==> config.mk <==
export PLATFORM = sky130hd
export DESIGN_NAME = status_register_unit
export DESIGN_NICKNAME = d
export VERILOG_FILES = /design/src/rtl/arm_status_pkg.sv /design/src/rtl/status_stack.sv /design/src/rtl/status_register_unit.sv
export SDC_FILE = /design/constraint.sdc
export NUM_CORES = 1
export LEC_CHECK = 0
export ABC_AREA = 0
export BUFFER_PORTS_ARGS = -buffer_cell sky130_fd_sc_hd__buf_2
export CORE_ASPECT_RATIO = 1.25
export CORE_MARGIN = 2
export CORE_UTILIZATION = 52
export CTS_BUF_LIST = sky130_fd_sc_hd__clkbuf_16
export DETAILED_ROUTE_END_ITERATION = 16
export PLACE_DENSITY = 0.78
export SLEW_MARGIN = 5
export SYNTH_ARGS = -nofsm -noshare
export SYNTH_HDL_FRONTEND = slang
export SYNTH_SLANG_ARGS = --single-unit
==> constraint.sdc <==
create_clock -name clock -period 2.2 [get_ports clock]
set_input_delay 0 -clock clock [delete_from_list [all_inputs] [get_ports clock]]
set_output_delay 0 -clock clock [all_outputs]
set_load 0.01 [all_outputs]
==> src/rtl/arm_status_pkg.sv <==
// Shared NZCV definitions: flag bit positions, the flag vector type and the
// condition-code encodings that ConditionCheck decodes against this register.
package arm_status_pkg;

  localparam int N_BIT = 3;
  localparam int Z_BIT = 2;
  localparam int C_BIT = 1;
  localparam int V_BIT = 0;

  typedef logic [3:0] nzcv_t;

  typedef enum logic [3:0] {
    EQ = 4'h0,
    NE = 4'h1,
    CS = 4'h2,
    CC = 4'h3,
    MI = 4'h4,
    PL = 4'h5,
    VS = 4'h6,
    VC = 4'h7,
    HI = 4'h8,
    LS = 4'h9,
    GE = 4'hA,
    LT = 4'hB,
    GT = 4'hC,
    LE = 4'hD,
    AL = 4'hE
  } cond_t;

  // Condition evaluation shared with ConditionCheck; encoding 4'hF never passes.
  function automatic logic cond_pass(input cond_t cond, input nzcv_t f);
    logic n, z, c, v;
    n = f[N_BIT];
    z = f[Z_BIT];
    c = f[C_BIT];
    v = f[V_BIT];
    case (cond)
      EQ:      cond_pass = z;
      NE:      cond_pass = ~z;
      CS:      cond_pass = c;
      CC:      cond_pass = ~c;
      MI:      cond_pass = n;
      PL:      cond_pass = ~n;
      VS:      cond_pass = v;
      VC:      cond_pass = ~v;
      HI:      cond_pass = c & ~z;
      LS:      cond_pass = ~c | z;
      GE:      cond_pass = (n == v);
      LT:      cond_pass = (n != v);
      GT:      cond_pass = ~z & (n == v);
      LE:      cond_pass = z | (n != v);
      AL:      cond_pass = 1'b1;
      default: cond_pass = 1'b0;
    endcase
  endfunction

endpackage

==> src/rtl/status_stack.sv <==
// DEPTH x 4 LIFO of saved NZCV values with an occupancy counter and sticky
// overflow/underflow flags. Simultaneous push and pop leave it untouched.
module status_stack
  import arm_status_pkg::*;
#(
  parameter int DEPTH = 4
) (
  input  logic                       clock,
  input  logic                       rst_n,
  input  logic                       push,
  input  logic                       pop,
  input  nzcv_t                      wdata,
  output nzcv_t                      rdata,
  output logic [$clog2(DEPTH+1)-1:0] depth,
  output logic                       full,
  output logic                       empty,
  output logic                       ovf_err,
  output logic                       unf_err
);

  localparam int DW = $clog2(DEPTH + 1);
  localparam int AW = (DEPTH > 1) ? $clog2(DEPTH) : 1;

  nzcv_t          mem [DEPTH];
  logic [DW-1:0]  cnt;
  logic [AW-1:0]  wr_idx;
  logic [AW-1:0]  rd_idx;
  logic           do_push;
  logic           do_pop;

  assign full    = (cnt == DW'(DEPTH));
  assign empty   = (cnt == '0);
  assign do_push = push & ~pop & ~full;
  assign do_pop  = pop & ~push & ~empty;
  assign wr_idx  = AW'(cnt);
  assign rd_idx  = AW'(cnt - DW'(1));
  assign rdata   = mem[rd_idx];
  assign depth   = cnt;

  // Contents are don't-care after reset, so the array carries no reset.
  always_ff @(posedge clock) begin
    if (rst_n && do_push) begin
      mem[wr_idx] <= wdata;
    end
  end

  always_ff @(posedge clock) begin
    if (!rst_n) begin
      cnt     <= '0;
      ovf_err <= 1'b0;
      unf_err <= 1'b0;
    end else begin
      if (do_push) begin
        cnt <= cnt + DW'(1);
      end else if (do_pop) begin
        cnt <= cnt - DW'(1);
      end
      if (push && !pop && full) begin
        ovf_err <= 1'b1;
      end
      if (pop && !push && empty) begin
        unf_err <= 1'b1;
      end
    end
  end

endmodule

==> src/rtl/status_register_unit.sv <==
// Architectural NZCV register with same-cycle forwarding to ConditionCheck and
// a saved-status stack for exception entry and return.
module status_register_unit
  import arm_status_pkg::*;
#(
  parameter int    DEPTH       = 4,
  parameter nzcv_t RESET_FLAGS = 4'b0000
) (
  input  logic                       clock,
  input  logic                       rst_n,
  input  logic                       exe_valid,
  input  logic                       exe_s,
  input  logic [3:0]                 exe_flags,
  input  logic                       flush,
  input  logic                       push,
  input  logic                       pop,
  output logic [3:0]                 status,
  output logic [3:0]                 status_fwd,
  output logic [$clog2(DEPTH+1)-1:0] depth,
  output logic                       ovf_err,
  output logic                       unf_err
);

  logic  upd;
  logic  restore;
  nzcv_t stk_top;
  logic  stk_full;
  logic  stk_empty;

  assign upd     = exe_valid & exe_s & ~flush;
  assign restore = pop & ~push & ~stk_empty;

  // The forwarded value is exactly what status takes next, and what a push
  // saves, so one mux serves ID, the register and the stack.
  always_comb begin
    status_fwd = status;
    if (restore) begin
      status_fwd = stk_top;
    end else if (upd) begin
      status_fwd = exe_flags;
    end
  end

  always_ff @(posedge clock) begin
    if (!rst_n) begin
      status <= RESET_FLAGS;
    end else begin
      status <= status_fwd;
    end
  end

  status_stack #(
    .DEPTH (DEPTH)
  ) u_stack (
    .clock   (clock),
    .rst_n   (rst_n),
    .push    (push),
    .pop     (pop),
    .wdata   (status_fwd),
    .rdata   (stk_top),
    .depth   (depth),
    .full    (stk_full),
    .empty   (stk_empty),
    .ovf_err (ovf_err),
    .unf_err (unf_err)
  );

  a_no_push_pop: assert property (@(posedge clock) disable iff (!rst_n) !(push && pop))
    else $warning("status_register_unit: push and pop requested in the same cycle");

  a_depth_bound: assert property (@(posedge clock) disable iff (!rst_n)
                                  stk_full |-> (depth == ($clog2(DEPTH+1))'(DEPTH)))
    else $warning("status_register_unit: full flag and depth disagree");

endmodule

==> results of run 1 <==
worst max-delay path by stage:
stage / startpoint / endpoint / cells past startpoint
after floorplan: u_stack.depth[0]$_SDFFE_PN0P_ / u_stack.mem[0][0]$_DFFE_PP_ / 7
after global placement: u_stack.depth[1]$_SDFFE_PN0P_ / u_stack.mem[0][2]$_DFFE_PP_ / 5
after detailed placement: u_stack.depth[1]$_SDFFE_PN0P_ / u_stack.mem[0][2]$_DFFE_PP_ / 5
after CTS: u_stack.depth[1]$_SDFFE_PN0P_ / status_fwd[0] / 6
after global routing: u_stack.depth[1]$_SDFFE_PN0P_ / status_fwd[3] / 6
final: u_stack.depth[1]$_SDFFE_PN0P_ / status_fwd[3] / 6
routing by layer:
layer	GRT usage (%)	share of wire (%)	vias up
met1	23.4	41	364
met4	11.8	4.5	0
li1	-	-	355
met5	0	0	-
met2	31.7	50	29
met3	4.18	4.4	10
flip-flops by register name, indices dropped and copies added (netlist names):
name / flops
u_stack.depth: 3
u_stack.ovf_err: 1
u_stack.mem: 16
status: 4
u_stack.unf_err: 1
worst max-delay path, delay by kind of cell, from the launching register on:
kind	cells	cell delay (ns)
simple gates	2	0.54
compound gates	1	0.39
flops	1	0.38
buf+inv	2	0.31
fa+ha+maj	1	0.20
placed cells by master, fill, tap and decap left out, types with 2 or more instances in the layout:
cell type / count
buf_2: 23
edfxtp_1: 16
dfxtp_1: 9
ha_1: 6
and3_1: 5
inv_1: 4
mux2i_1: 4
mux4_2: 4
nor3_2: 4
and2_1: 4
a21oi_2: 3
o21a_1: 3
clkbuf_16: 3
nand2_1: 2
metrics by stage:
step	hold WS, ns	setup WS, ns
floorplan	0.153	0.271
global placement	0.344	0.344
detailed placement	0.352	0.291
CTS	0.0797	0.0580
global route	0.0961	-0.00650
finish	0.0831	0.124
power by group through the flow:
| stage | Clock (mW) | Combinational [mW] | Sequential [mW] |
|---|---|---|---|
| after global placement | 0 | 0.218 | 0.556 |
| final | 0.385 | 0.228 | 0.547 |
| after CTS | 0.394 | 0.224 | 0.548 |
| after global routing | 0.411 | 0.251 | 0.550 |
| after detailed placement | 0 | 0.223 | 0.558 |
| after floorplan | 0 | 0.143 | 0.564 |
cell type report:
| class | count | area [µm²] |
|---|---|---|
| Tap cell | 31 | 38.8 |
| Sequential cell | 25 | 661 |
| Fill cell | 172 | 774 |
| Clock inverter | 1 | 3.75 |
| Clock buffer | 3 | 75.1 |
| Inverter | 3 | 11.3 |
| Multi-Input combinational cell | 51 | 477 |
| Timing Repair Buffer | 24 | 123 |
cells by family after synthesis:
group           after synthesis
compound gates               12
flops                        25
fa+ha+maj                     6
buf+inv                       6
simple gates                 25
mux                           8
Yosys cell counts:
cell,number
nand3b_1,1
or2_1,1
nor3b_1,1
inv_1,3
o21a_1,3
a2bb2oi_1,1
buf_6,1
buf_2,1
clkbuf_1,1
a21boi_1,1
nand2_1,2
mux2i_1,4
or3_1,1
nor2_1,1
nor3b_2,1
nor2b_4,1
ha_1,6
and3_1,5
edfxtp_1,16
a21oi_1,4
dfxtp_1,9
o21ai_1,1
and3b_1,1
mux4_2,4
nand3_1,1
nor3_2,4
a211oi_1,1
nand2b_2,1
and2_1,4
o21ai_0,1
==> summary.json, run 1 <==
{
  "worst_setup_path": {
    "worst_ep_arrival_time_ns": 2.08,
    "cp_slowest_cell": "a21oi_1",
    "crit-reg2reg-launch": "u_stack.depth[1]$_SDFFE_PN0P_",
    "worstPathCellList": "inv_1 > ha_1 > nor2b_4 > or2_1 > a21oi_1 > buf_2",
    "r2r-end": "u_stack.mem[3][3]$_DFFE_PP_",
    "crit_required_ns": 2.20,
    "worstSetupPathType": "reg2out",
    "cp_max_fo": 6,
    "worst_setup_path_end_kind": "output port",
    "critical_path.max_stage_delay_ns": 0.39,
    "crit_path_start_kind": "register",
    "r2r_cells": 5,
    "reg2reg_setup_slack_ns": 0.23
  },
  "power_and_ir_drop": {
    "power.share.combinational_pct": 19.7,
    "power.density_cell_area_nw_per_um2": 836,
    "power_mw": 1.16,
    "power_switching_mw": 0.285,
    "total_leakage_power_nw": 0.592,
    "power.clock.fraction_pct": 33.2,
    "peakVddDrop_uv": 594,
    "p_int_mw": 0.875,
    "power_frac_seq_pct": 47.2,
    "proportion_of_total_power_due_to_net_switching_pct": 24.6
  },
  "floorplan": {
    "die_width_um": 46.2,
    "floorplan.die_area_um2": 2620,
    "die_y_um": 56.7,
    "coreArea_um2": 2160,
    "total_i_o_pin_count": 24,
    "rows": 19,
    "start_util_pct": 53.5
  },
  "cts": {
    "cts.sink_count": 25,
    "hold_buffer_count_at_cts": 0,
    "cts.repair.resized": 0,
    "post-cts-setup-buffer-count": 0,
    "worstSkewPairLatency_ns": 0.25,
    "htreeDepth": 1,
    "clockBufferDepth": 2,
    "cts_inserted_buffers": 3,
    "clk_pin_slew_ns": 0.06,
    "cts_tree": "yes",
    "root_buffer": "clkbuf_16"
  },
  "synthesis": {
    "synth-compound-area-share_pct": 6.59,
    "synth_fa_ha_area_share_pct": 6.49,
    "synth_area_in_simple_gates_pct": 15.9,
    "synthXorXnorAreaFrac_pct": 0,
    "ys_seq_area_share_pct": 57.1,
    "synthesis.area_per_instance_um2": 14.1,
    "yosys.area.top_type": "edfxtp_1",
    "yosys-top-cells-area": "edfxtp_1 42%, dfxtp_1 16%, mux4_2 7.8%",
    "netlist.area_leader.share_pct": 41.5,
    "synthesis.area_um2": 1160,
    "dominant_combinational_cell_family_by_area_after_synthesis": "simple AND/OR/NAND/NOR gates",
    "syn-instance-count": 82,
    "synth_fp_nets": 99,
    "yosys_register_bits": 25,
    "count_of_distinct_cell_types_in_the_synthesized_netlist": 30,
    "share_of_synthesized_area_spent_on_multiplexers_pct": 11.2,
    "yosys_warnings": 0
  },
  "place": {
    "portBuffers": 23,
    "hpwl_mm": 1.69,
    "globalplace.congestion": 0.741,
    "placed_cells": 134,
    "placement.cell_area_um2": 1300
  },
  "sta": {
    "worst_slew_pin_slew_ns": 0.477,
    "setup_violations": 0,
    "report.final.hold_viol_count": 0,
    "fmax_ghz": 0.482,
    "largest_clock_skew_in_the_final_design_ns": 0.00409,
    "period_needed_ns": 2.08,
    "period_share_pct": 94.3,
    "final.setup.tns_ns": 0,
    "timing.slew.headroom_pct": 68.0,
    "drv_slew": 0
  },
  "min_path": {
    "worstHoldPathCells": 2,
    "hold-path-endpoint": "u_stack.ovf_err$_SDFFE_PN0P_",
    "holdCritPathClass": "in2reg",
    "worstHoldStart": "rst_n"
  },
  "grt": {
    "number_of_antenna_violations_at_the_first_check_in_global_routing": 0,
    "largest_net_degree_at_the_start_of_global_routing": 14,
    "grt_usage_pct": 19.9,
    "number_of_global_route_vias_before_repair": 769,
    "grt_overflow_total": 0,
    "grt_first_pass_wirelength_mm": 3.53
  },
  "detailed_routing": {
    "drt_wl_total_mm": 2.25,
    "detailedRoute.firstIterationViolations": 12,
    "drc": 0,
    "antenna_left": 0,
    "post_drt_via_cell_ratio": 5.49,
    "detailroute.via_count": 758,
    "avgRoutedWirePerCell_um": 16.3,
    "drt_pre_antenna_iters": 4
  },
  "final_layout": {
    "areaGrowthSynthToFinish_pct": 20.0,
    "nNetsFinal": 125,
    "antenna_diodes": 0,
    "post_route_cells_drive_above_1_share_pct": 38.3,
    "finish.utilization_pct": 64.2,
    "finalNonFillerCells": 138,
    "final_cell_area_um2": 1390
  },
  "run": {
    "cap_viol_max_count": 0
  },
  "status": {
    "status": "completed"
  }
}
(Power assumes the default switching activity.)
==> run 2, diff against run 1 <==
--- a/config.mk
+++ b/config.mk
@@ -9,11 +9,12 @@
 export BUFFER_PORTS_ARGS = -buffer_cell sky130_fd_sc_hd__buf_2
 export CORE_ASPECT_RATIO = 1.25
 export CORE_MARGIN = 2
-export CORE_UTILIZATION = 52
+export CORE_UTILIZATION = 53
 export CTS_BUF_LIST = sky130_fd_sc_hd__clkbuf_16
 export DETAILED_ROUTE_END_ITERATION = 16
-export PLACE_DENSITY = 0.78
+export PLACE_DENSITY = 0.79
 export SLEW_MARGIN = 5
 export SYNTH_ARGS = -nofsm -noshare
 export SYNTH_HDL_FRONTEND = slang
+export SYNTH_HIERARCHICAL = 1
 export SYNTH_SLANG_ARGS = --single-unit
==> run 2 against run 1 <==
  * Global-route usage decreased by 0.55 points
  * Worst hold slack improved by 0.022 ns
  * Via count is 12% higher
  * Area after synthesis grew 1.3%
  * Setup slack improved by 0.070 ns
  * Maximum frequency up 3.5%
  * Non-clock buffer count did not move
  * Die area down 0.56%
  * Critical path depth increased by 1
  * Clock-buffer cell count did not move
==> summary.json, run 2 <==
{
  "synthesis": {
    "yosys_register_bits": {"value": 25, "change": "unchanged"},
    "synthesis.area": {"value": 1170, "unit": "µm²", "change": "was 1160 µm²"},
    "yosys-top-cells-area": {"value": "edfxtp_1 41%, dfxtp_1 15%, mux4_2 7.7%", "change": "was edfxtp_1 42%, dfxtp_1 16%, mux4_2 7.8%"},
    "syn-instance-count": {"value": 91, "change": "was 82"},
    "synth_top_flop_cell": {"value": "edfxtp_1", "change": "unchanged"},
    "synth_common_cells": {"value": "16 x edfxtp_1, 12 x nor2_1, 9 x dfxtp_1", "change": "was 16 x edfxtp_1, 9 x dfxtp_1, 6 x ha_1"},
    "synthesis.area_per_instance": {"value": 12.9, "unit": "µm²", "change": "was 14.1 µm²"},
    "async_reset_ff_share": {"value": 0, "unit": "%", "change": "unchanged"},
    "yosys_warnings": {"value": 6, "change": "was 0"},
    "ys_seq_area_share": {"value": 56.4, "unit": "%", "change": "was 57.1%"},
    "synth_fp_nets": {"value": 108, "change": "was 99"},
    "netlist.area_leader.share": {"value": 41.0, "unit": "%", "change": "was 41.5%"},
    "count_of_distinct_cell_types_in_the_synthesized_netlist": {"value": 27, "change": "was 30"},
    "yosysMostFrequentCell": {"value": "edfxtp_1", "change": "unchanged"},
    "yosys.area.top_type": {"value": "edfxtp_1", "change": "unchanged"},
    "synth-edff-count": {"value": 16, "change": "unchanged"}
  },
  "worst_setup_path": {
    "crit_required": {"value": 2.20, "unit": "ns", "change": "about the same"},
    "cp_max_fo": {"value": 5, "change": "was 6"},
    "worstSetupPathType": {"value": "reg2out", "change": "unchanged"},
    "reg2reg_setup_slack": {"value": 0.34, "unit": "ns", "change": "was 0.23 ns"},
    "crit-reg2reg-launch": {"value": "u_stack/depth[1]$_SDFFE_PN0P_", "change": "was u_stack.depth[1]$_SDFFE_PN0P_"},
    "worstPathCellList": {"value": "inv_1 > ha_1 > ha_1 > or3b_1 > nor2_1 > nor2_2 > buf_2", "change": "was inv_1 > ha_1 > nor2b_4 > or2_1 > a21oi_1 > buf_2"},
    "cp_slowest_cell": {"value": "or3b_1", "change": "was a21oi_1"},
    "critical_path.max_stage_delay": {"value": 0.44, "unit": "ns", "change": "was 0.39 ns"},
    "r2r-end": {"value": "u_stack/mem[2][0]$_DFFE_PP_", "change": "was u_stack.mem[3][3]$_DFFE_PP_"},
    "worst_ep_arrival_time": {"value": 2.01, "unit": "ns", "change": "was 2.08 ns"},
    "crit_top_cell": "ha_1",
    "r2r_cells": {"value": 6, "change": "was 5"},
    "worst_setup_path_end_kind": {"value": "output port", "change": "unchanged"},
    "crit_path_start_kind": {"value": "register", "change": "unchanged"}
  },
  "detailed_routing": {
    "post_drt_via_cell_ratio": {"value": 6.13, "change": "was 5.49"},
    "avgRoutedWirePerCell": {"value": 16.6, "unit": "µm", "change": "was 16.3 µm"},
    "drc": {"value": 0, "change": "unchanged"},
    "routed-wl-met2": {"value": 1.13, "unit": "mm", "change": "about the same"},
    "wl_met1": {"value": 1.07, "unit": "mm", "change": "was 914 µm"},
    "drt_pre_antenna_iters": {"value": 6, "change": "was 4"},
    "detailedRoute.firstIterationViolations": {"value": 47, "change": "was 12"},
    "wl_met3": {"value": 96, "unit": "µm", "change": "was 98 µm"},
    "antenna_left": {"value": 0, "change": "unchanged"},
    "detailroute.via_count": {"value": 852, "change": "was 758"},
    "topmost_layer_with_routed_signal_wires": {"value": "met4", "change": "unchanged"},
    "drt_wl_total": {"value": 2.31, "unit": "mm", "change": "was 2.25 mm"}
  },
  "sta": {
    "final.setup.tns": {"value": 0, "unit": "ns", "change": "unchanged"},
    "hold_ws": {"value": 0.105, "unit": "ns", "change": "was 0.0831 ns"},
    "report.final.hold_viol_count": {"value": 0, "change": "unchanged"},
    "setup_repair_after_global_routing_missed_its_margin": "no",
    "timing.slew.headroom": {"value": 73.8, "unit": "%", "change": "was 68.0%"},
    "period_share": {"value": 91.2, "unit": "%", "change": "was 94.3%"},
    "worst_slew_pin_slew": {"value": 0.390, "unit": "ns", "change": "was 0.477 ns"},
    "period_needed": {"value": 2.01, "unit": "ns", "change": "was 2.08 ns"},
    "drv_slew": {"value": 0, "change": "unchanged"},
    "largest_clock_skew_in_the_final_design": {"value": 0.00120, "unit": "ns", "change": "was 0.00409 ns"},
    "fmax": {"value": 0.499, "unit": "GHz", "change": "was 0.482 GHz"},
    "setup_violations": {"value": 0, "change": "unchanged"}
  },
  "cts": {
    "cts.sink_count": {"value": 25, "change": "unchanged"},
    "root_buffer": {"value": "clkbuf_16", "change": "unchanged"},
    "cts_tree": {"value": "yes", "change": "unchanged"},
    "clk_pin_slew": {"value": 0.06, "unit": "ns", "change": "about the same"},
    "post-cts-setup-buffer-count": {"value": 0, "change": "unchanged"},
    "htreeDepth": {"value": 1, "change": "unchanged"},
    "worstSkewPairLatency": {"value": 0.25, "unit": "ns", "change": "about the same"},
    "cts.repair.resized": {"value": 0, "change": "unchanged"},
    "cts_inserted_buffers": {"value": 3, "change": "unchanged"},
    "hold_buffer_count_at_cts": {"value": 0, "change": "unchanged"},
    "clockBufferDepth": {"value": 2, "change": "unchanged"}
  },
  "floorplan": {
    "total_i_o_pin_count": {"value": 24, "change": "unchanged"},
    "die_y": {"value": 56.6, "unit": "µm", "change": "was 56.7 µm"},
    "coreArea": {"value": 2140, "unit": "µm²", "change": "was 2160 µm²"},
    "rows": {"value": 19, "change": "unchanged"},
    "floorplan.die_area": {"value": 2610, "unit": "µm²", "change": "was 2620 µm²"},
    "start_util": {"value": 54.8, "unit": "%", "change": "was 53.5%"},
    "die_width": {"value": 46.1, "unit": "µm", "change": "was 46.2 µm"}
  },
  "run": {
    "cap_viol_max_count": {"value": 0, "change": "unchanged"}
  },
  "final_layout": {
    "most-common-layout-cells": {"value": "23 x buf_2, 16 x edfxtp_1, 10 x nor2_1, 8 x inv_1, 8 x dfxtp_1", "change": "was 23 x buf_2, 16 x edfxtp_1, 9 x dfxtp_1, 6 x ha_1, 5 x and3_1"},
    "areaGrowthSynthToFinish": {"value": 20.1, "unit": "%", "change": "was 20.0%"},
    "antenna_diodes": {"value": 0, "change": "unchanged"},
    "largest_register_ffs": {"value": 16, "change": "unchanged"},
    "final_common_cell": {"value": "buf_2", "change": "unchanged"},
    "post_route_cells_drive_above_1_share": {"value": 33.1, "unit": "%", "change": "was 38.3%"},
    "final_cell_area": {"value": 1410, "unit": "µm²", "change": "was 1390 µm²"},
    "top_register": {"value": "u_stack/mem", "change": "was u_stack.mem"},
    "nNetsFinal": {"value": 136, "change": "was 125"}
  },
  "min_path": {
    "holdCritPathClass": {"value": "in2reg", "change": "unchanged"},
    "hold-path-endpoint": {"value": "status[0]$_SDFF_PN0_", "change": "was u_stack.ovf_err$_SDFFE_PN0P_"},
    "worstHoldStart": {"value": "rst_n", "change": "unchanged"},
    "worstHoldPathCells": {"value": 2, "change": "unchanged"}
  },
  "place": {
    "hpwl": {"value": 1.74, "unit": "mm", "change": "was 1.69 mm"},
    "placement.cell_area": {"value": 1320, "unit": "µm²", "change": "was 1300 µm²"},
    "globalplace.congestion": {"value": 0.877, "change": "was 0.741"},
    "portBuffers": {"value": 23, "change": "unchanged"}
  },
  "power_and_ir_drop": {
    "total_leakage_power": {"value": 0.594, "unit": "nW", "change": "was 0.592 nW"},
    "power": {"value": 1.57, "unit": "mW", "change": "was 1.16 mW"},
    "peakVddDrop": {"value": 830, "unit": "µV", "change": "was 594 µV"},
    "power.density_cell_area": {"value": 1110, "unit": "nW/µm²", "change": "was 836 nW/µm²"}
  },
  "status": {
    "status": {"value": "completed", "change": "unchanged"}
  },
  "grt": {
    "largest_net_degree_at_the_start_of_global_routing": {"value": 14, "change": "unchanged"},
    "grt_first_pass_wirelength": {"value": 3.62, "unit": "mm", "change": "was 3.53 mm"},
    "grt_overflow_total": {"value": 0, "change": "unchanged"},
    "number_of_global_route_vias_before_repair": {"value": 804, "change": "was 769"},
    "number_of_antenna_violations_at_the_first_check_in_global_routing": {"value": 0, "change": "unchanged"},
    "grt_usage": {"value": 19.3, "unit": "%", "change": "was 19.9%"}
  }
}
## run 2: cell types whose count changed in the layout (fill, tap and decap cells not counted), sizes merged, moves of 3 or more
cell / previous run / this run
and2: 4 / 1
o21a: 3 / 0
mux2i: 4 / 0
and4b: 0 / 4
nor3b: 2 / 5
a211oi: 1 / 4
nor2: 1 / 12
nor3: 4 / 0
inv: 4 / 8
## run 2: critical path: cells and delay by family (launching register included)
family / cells / cell delay [ns]
and+or+nand+nor: 3 / 0.70
buffers and inverters: 2 / 0.24
DFF: 1 / 0.36
adders and majority gates: 2 / 0.45
## run 2: layer usage
| metal | vias to the layer above | GRT usage [%] |
|---|---|---|
| met5 | - | 0 |
| met4 | 0 | 6.12 |
| met3 | 2 | 2.89 |
| met2 | 26 | 31.0 |
| met1 | 424 | 26.3 |
| li1 | 400 | - |
## run 2: kinds of logic after synthesis
family / synth area share, %
and+or+nand+nor: 17.8
DFF: 56.3
AOI/OAI and AO/OA: 8.32
buffers and inverters: 2.67
adders and majority gates: 6.40
muxes: 7.68
xor gates and xnor gates: 0.747
## run 2: area by class of cell
cell class                      count  area, µm²
Sequential cell                    25        662
Clock buffer                        3       75.1
Fill cell                         155        732
Multi-Input combinational cell     58        492
Timing Repair Buffer               24        123
Tap cell                           21       26.3
Inverter                            7       26.3
Clock inverter                      1       3.75
## run 2: how the worst max path moves through the flow
stage | start | end | slack (ns) | cells after the start
global route | u_stack/depth[1]$_SDFFE_PN0P_ | status_fwd[0] | 0.05 | 7
CTS | u_stack/depth[1]$_SDFFE_PN0P_ | status_fwd[3] | 0.07 | 7
global placement | u_stack/depth[1]$_SDFFE_PN0P_ | u_stack/mem[1][3]$_DFFE_PP_ | 0.40 | 6
finish | u_stack/depth[1]$_SDFFE_PN0P_ | status_fwd[0] | 0.19 | 7
floorplan | u_stack/depth[0]$_SDFFE_PN0P_ | u_stack/mem[0][0]$_DFFE_PP_ | 0.15 | 7
detailed placement | u_stack/depth[1]$_SDFFE_PN0P_ | u_stack/mem[1][3]$_DFFE_PP_ | 0.32 | 6
## run 2: stage by stage
step	setup WS (ns)	util, %	instances
floorplan	0.150	-	91
global placement	0.400	61.5	135
detailed placement	0.319	61.5	135
CTS	0.0691	65.2	139
global route	0.0505	65.8	139
finish	0.195	65.8	139
## run 2: power by group
part	internal, mW	switching, mW
combinational	0.241	0.325
sequential	0.587	0.0317
clock	0.242	0.140
total	1.07	0.497
